**config.mk**
```make
export PLATFORM = sky130hd
export DESIGN_NAME = instr_fetch_stage
export DESIGN_NICKNAME = d
export VERILOG_FILES = /design/src/rtl/instr_fetch_stage.sv
export SDC_FILE = /design/constraint.sdc
export NUM_CORES = 1
export LEC_CHECK = 0
export ABC_CLOCK_PERIOD_IN_PS = 4100
export BUFFER_PORTS_ARGS = -buffer_cell sky130_fd_sc_hd__buf_2
export CORE_ASPECT_RATIO = 1.4
export CORE_MARGIN = 1
export CORE_UTILIZATION = 52
export DETAILED_ROUTE_END_ITERATION = 10
export PLACE_DENSITY = 0.92
export SYNTH_ARGS = -nofsm -noshare
export SYNTH_HDL_FRONTEND = slang
export SYNTH_SLANG_ARGS = --single-unit
```
**constraint.sdc**
```tcl
create_clock -name clk -period 4.1 [get_ports clk]
set_input_delay 0.205 -clock clk [delete_from_list [all_inputs] [get_ports clk]]
set_output_delay 0.205 -clock clk [all_outputs]
set_load 0.1 [all_outputs]
```
**src/rtl/instr_fetch_stage.sv**
```systemverilog
// PC generator and IF/ID pipeline register: fetches from a combinational
// instruction memory, handles stall, redirect (one bubble) and fetch faults.
//
// state | meaning
// BOOT  | one settle cycle after reset, no capture
// RUN   | normal fetch: fault check > redirect > stall > advance
// FAULT | absorbing until reset, outputs frozen
module instr_fetch_stage #(
    parameter logic [31:0] RESET_PC   = 32'h0000_0000,
    parameter int unsigned IMEM_BYTES = 100,
    parameter logic [31:0] NOP_INSTR  = 32'h0000_0013
) (
    input  logic        clk,
    input  logic        rst,
    input  logic        stall,
    input  logic        redirect_valid,
    input  logic [31:0] redirect_pc,
    output logic [31:0] imem_addr,
    input  logic [31:0] imem_data,
    output logic        if_id_valid,
    output logic [31:0] if_id_pc,
    output logic [31:0] if_id_pc4,
    output logic [31:0] if_id_instr,
    output logic        fetch_fault,
    output logic [31:0] fault_pc,
    output logic [31:0] fetch_count
);

    localparam logic [31:0] LAST_PC = 32'(IMEM_BYTES - 4);

    typedef enum logic [1:0] {
        BOOT  = 2'd0,
        RUN   = 2'd1,
        FAULT = 2'd2
    } state_t;

    state_t      state_q;
    logic [31:0] pc_q;
    logic        valid_q;
    logic [31:0] if_pc_q;
    logic [31:0] if_pc4_q;
    logic [31:0] instr_q;
    logic        fault_q;
    logic [31:0] fault_pc_q;
    logic [31:0] count_q;

    logic [31:0] pc_plus4_d;
    logic        bad_fetch_d;

    assign pc_plus4_d  = pc_q + 32'd4;
    assign bad_fetch_d = (pc_q[1:0] != 2'b00) || (pc_q > LAST_PC);

    always_ff @(posedge clk) begin
        if (rst) begin
            state_q    <= BOOT;
            pc_q       <= RESET_PC;
            valid_q    <= 1'b0;
            if_pc_q    <= 32'd0;
            if_pc4_q   <= 32'd0;
            instr_q    <= NOP_INSTR;
            fault_q    <= 1'b0;
            fault_pc_q <= 32'd0;
            count_q    <= 32'd0;
        end else begin
            case (state_q)
                BOOT: state_q <= RUN;
                RUN: begin
                    if (bad_fetch_d) begin
                        // pc is held so fault_pc and imem_addr both point at the culprit
                        state_q    <= FAULT;
                        fault_q    <= 1'b1;
                        fault_pc_q <= pc_q;
                        valid_q    <= 1'b0;
                        instr_q    <= NOP_INSTR;
                    end else if (redirect_valid) begin
                        pc_q    <= redirect_pc;
                        valid_q <= 1'b0;
                        instr_q <= NOP_INSTR;
                    end else if (!stall) begin
                        valid_q  <= 1'b1;
                        if_pc_q  <= pc_q;
                        if_pc4_q <= pc_plus4_d;
                        instr_q  <= imem_data;
                        pc_q     <= pc_plus4_d;
                        count_q  <= count_q + 32'd1;
                    end
                end
                FAULT: state_q <= FAULT;
                default: state_q <= FAULT;
            endcase
        end
    end

    assign imem_addr   = pc_q;
    assign if_id_valid = valid_q;
    assign if_id_pc    = if_pc_q;
    assign if_id_pc4   = if_pc4_q;
    assign if_id_instr = instr_q;
    assign fetch_fault = fault_q;
    assign fault_pc    = fault_pc_q;
    assign fetch_count = count_q;

endmodule

```
Word-level counts from Yosys, hierarchy flattened
Index checks and enable logic that the tools add are counted.

operators by class
  $add $sub $neg = 2
  order comparisons = 1
  eq/ne operators = 4
  muxes and demuxes = 10
  bitwise operators = 3
  reduce and logical (&&, ||, !) cells = 7

operator list
  kind                     count
  $mux W32                 5
  $add A32 B1 Y32 const B  1
  $add A32 B3 Y32 const B  1
  $gt A32 B7 Y1 const B    1
  $pmux W2 S2              1
  $reduce_and A2 Y1        2
  $reduce_and A4 Y1        1
  $mux W1                  3
  $ne A3 B1 Y1 const B     1
  $not A1 Y1               3
  $reduce_and A3 Y1        1
  $eq A2 B1 Y1 const B     1
  $logic_not A2 Y1         1
  $mux W2                  1
  $ne A2 B1 Y1 const B     1
  $ne A2 B2 Y1 const B     1
  $reduce_bool A2 Y1       1
  $logic_or A1 B1 Y1       1

storage, ports and cells
  register bits = 196
  input port bits = 68
  logic and storage cells = 36

Logic depth before layout (Yosys ltp)
  depth in word-level cells = 4
  gate-level depth with buffers = 9
  gate-level depth less buffers = 7

Least setup slack after synthesis
Ideal clock, no wire load.

  path kind = reg2reg
  from = register count_q[15], in the netlist fetch_count[15]
  to = register count_q[31], in the netlist fetch_count[31]
  setup time = 123 ps
  arrival = 2826 ps
  slack = 1150 ps
  cell stages (with the launch flop) = 8
  period minus slack after synthesis = 2950 ps
  cell sequence = dfxtp_1 > and4_1 > nand4_1 > or4_1 > buf_2 > buf_6 > nor4_2 > mux2_1

between the ends
  word-level cells in the longest chain between the ends = 1

RTL lines
  element                   RTL line  RTL
  start: declaration        45        logic [31:0] count_q;
  start signal: assignment  85        count_q <= count_q + 32'd1;
  $add A32 B1 Y32           85

Every way passes these cells.
A chain may end at the register's enable or synchronous reset.

Worst setup path after layout
  from = register pc_q[2], in the netlist imem_addr[2]
  to = register count_q[31], in the netlist fetch_count[31]

between the ends
  word-level cells in the longest chain between the ends = 4

RTL lines
  element                             RTL line  RTL
  start: declaration                  38        logic [31:0] pc_q;
  start signal: assignment            76        pc_q <= redirect_pc;
  start signal: assignment            84        pc_q <= pc_plus4_d;
  $gt A32 B7 Y1                       51        assign bad_fetch_d = (pc_q[1:0] != 2'b00) || (pc_q > LAST_PC);
  $logic_or A1 B1 Y1                  51
  $not A1 Y1 (no source line)         -
  $reduce_and A4 Y1 (no source line)  -

Every way passes these cells.

==> impl_metrics.yaml <==
sta:
  drv_slew: 0
  min_period_ps: 2999
  hold_viol: 0
  fmax_mhz: 333.4
  fin_crit_sh_pct: 73.15
  setup_tns_ps: 0
  max_slew_margin_pct: 51.00
  finClkSkew_ps: 13.67
  setup_viol: 0
  worst_pin_slew_ps: 734.3
  rsz0062_at_grt: "false"
  setup_slack_ps: 1101
synthesis:
  syn_area_um2: 6859
  synth.distinct_cells: 44
  avgSynthCellArea_um2: 9.383
  ys_seq_area_share_pct: 56.62
  yosys.area_share.xor_xnor_pct: 1.660
  ys_ff_latch: 194
  syn_nets: 802
  synth_top_family_by_area: "simple AND/OR/NAND/NOR gates"
  synth_compound_area_share_pct: 14.70
  synth.mux.area_fraction_pct: 0.4560
  syn_inst: 731
  synth_top_area_share_pct: 56.62
  synth-edff-count: 0
  ys_async_sr_fraction_pct: 0
  synthAdderAreaFrac_pct: 0.5472
  yosys_warnings: 0
  synth_top_cells_by_area: "dfxtp_1, a21oi_1, nand2_1"
  yosys.area.top_type: "dfxtp_1"
  synthSimpleGateAreaFrac_pct: 22.33
  ys.flop_type: "dfxtp_1"
finish:
  fin_cells: 1161
  layout.nets: 1065
  drive_above_1_share_pct: 31.78
  syn_to_final_growth_pct: 32.42
setup_path:
  timing.rr.end: "fetch_count[31]"
  reg2reg_slack_ps: 1100
  startpoint_type: "flip-flop"
  crit_type: "reg2reg"
  cp_max_fo: 17
  reg2reg_depth: 7
  critPathRequiredTime_ps: 4400
  r2r-start: "imem_addr[2]"
  arrival_ps: 3300
  end_kind: "flip-flop"
job:
  drv_cap: 0
grt:
  antenna_found_initial: 0
  grt.total_usage_pct: 26.88
  grt_max_degree: 71
  grt_pass1_wl_mm: 29.02
  grt_pass1_vias: 5904
  overflow: 0
clock_tree:
  post_cts_resize_count: 0
  postCtsSetupBuffers: 0
  clkSinkCount: 194
  cts_buffers: 17
  clk_pin_slew_ps: 70
  root_buffer: "clkbuf_16"
  cts_hold_buf: 25
  h-tree-depth: 4
  cts_max_path_buffers: 2
  clk_latency_ps: 420
  cts_tree: "yes"
min_path:
  min_from: "imem_data[6]"
  hold_depth: 2
  holdPathEnd: "if_id_instr[6]"
  hold_class: "in2reg"
drt:
  drtIter0Drc: 278
  routed_wl_mm: 18.91
  routedWlPerCell_um: 16.29
  first_pass_iters: 4
  drc_errors: 0
  viasPerCell: 5.494
  num_vias: 6379
  route.antenna.remaining_nets: 0
floorplanning:
  die_y_um: 137.9
  core_area_um2: 12870
  die_width_um: 99.07
  rows: 49
  pin_count: 262
  initial_utilization_pct: 53.28
  die_area_um2: 13660
placement:
  place_inst: 1103
  io_buffer_count: 261
  place_congestion: 0.8709
  dpl.hpwl_mm: 12.57
  dp_slack_ps: 1150
power:
  ir_drop_mv: 0.8365
  power_density_nw_per_um2: 758.0
  p_leak_nw: 4.094
status:
  outcome: "finished, final reports clean"
metal layers:
layer / vias up / GRT usage, % / routed length (µm)
li1: 3060 / - / -
met1: 3023 / 30.04 / 7311
met2: 244 / 47.16 / 9752
met3: 52 / 7.006 / 1123
met4: 0 / 14.13 / 724
met5: - / 0 / 0
area by class of cell:
cell class                 instances  area [µm²]
antenna                            1       2.502
clock buffer                      19       452.9
clock inverter                    13       140.1
fill                             999        3792
inverter                           9       33.78
multi-input combinational        476        2744
sequential                       194        3884
tap                              153       191.4
timing repair buffer             296        1634
cell usage after synthesis, types with 2 or more instances:
master	count
or4_1	15
xor2_1	2
ha_1	3
nor4_2	6
dfxtp_1	194
xnor2_1	11
nor2_1	55
inv_1	9
nand3_1	13
nand2b_1	4
nor2b_1	5
a22o_1	29
a21o_1	2
or3_1	3
nand4_1	11
and3_1	3
a211oi_1	4
nand2_1	100
o21ai_0	10
a21oi_1	93
and4_1	5
mux2i_1	2
buf_4	4
o31ai_1	16
clkbuf_1	46
and2_1	56
nor4_1	10
nor3_1	4
critical path, stage by stage, from the launching register on:
cell and delay, ps:
dfxtp_1 370, inv_1 120, ha_1 150, nor2b_1 300, o2111ai_2 400, or4_1 880, nor4_2 310, mux2_1 350
layout by cell type (no fill, tap or decap), types with 3 or more instances in the layout:
cell / instances
and4_1: 5
o21ai_0: 10
a22o_1: 29
dfxtp_1: 194
nand2_1: 100
inv_6: 3
nor4_2: 7
inv_1: 9
nor2_1: 52
nor2b_1: 5
a211oi_1: 4
nor2_2: 3
clkbuf_16: 17
nor3_1: 4
xnor2_1: 11
or4_1: 15
buf_4: 11
nor4_1: 9
buf_2: 260
o31ai_1: 16
and3_1: 3
nand4_1: 11
inv_8: 3
ha_1: 3
a21oi_1: 92
or3_1: 3
clkinv_8: 3
and2_1: 56
clkinvlp_4: 3
dlygate4sd3_1: 25
nand2b_1: 4
nand3_1: 13
cells by family after synthesis:
group / count (synthesis)
AOI/OAI and AO/OA: 162
xor gates and xnor gates: 13
adders and majority gates: 3
buffers and inverters: 61
DFF: 194
muxes: 3
and+or+nand+nor: 295
metrics by stage:
stage               instance area [µm²]  util (%)  total power, mW  hold slack (ps)
floorplan                          6859         -            4.626            330.7
global placement                   8237     63.97            5.214            414.4
detailed placement                 8237     63.97            5.253            417.5
CTS                                9080     70.52            6.881          0.02168
global route                       9080     70.52            7.148           0.9662
finish                             9082     70.54            6.885            15.39
registers in the layout (all words and copies together) (netlist names):
signal	count
if_id_pc4	30
state_q	2
fault_pc	32
fetch_count	32
imem_addr	32
fetch_fault	1
if_id_pc	32
if_id_valid	1
if_id_instr	32
where the power goes:
part / leakage, nW / switching (mW) / internal [mW]
Sequential: 1.56 / 0.186 / 2.08
Clock: 0.281 / 0.776 / 0.845
Combinational: 2.25 / 2.42 / 0.578
how the worst max path moves through the flow:
| stage | from | end | cells after the start |
|---|---|---|---|
| final | imem_addr[2] | fetch_count[31] | 7 |
| after CTS | imem_addr[2] | fetch_count[31] | 7 |
| after floorplan | fetch_count[15] | fetch_count[31] | 7 |
| after global routing | imem_addr[2] | fetch_count[25] | 7 |
| after detailed placement | imem_addr[2] | fetch_count[31] | 7 |
| after global placement | imem_addr[2] | fetch_count[31] | 7 |
(Power assumes the default switching activity.)
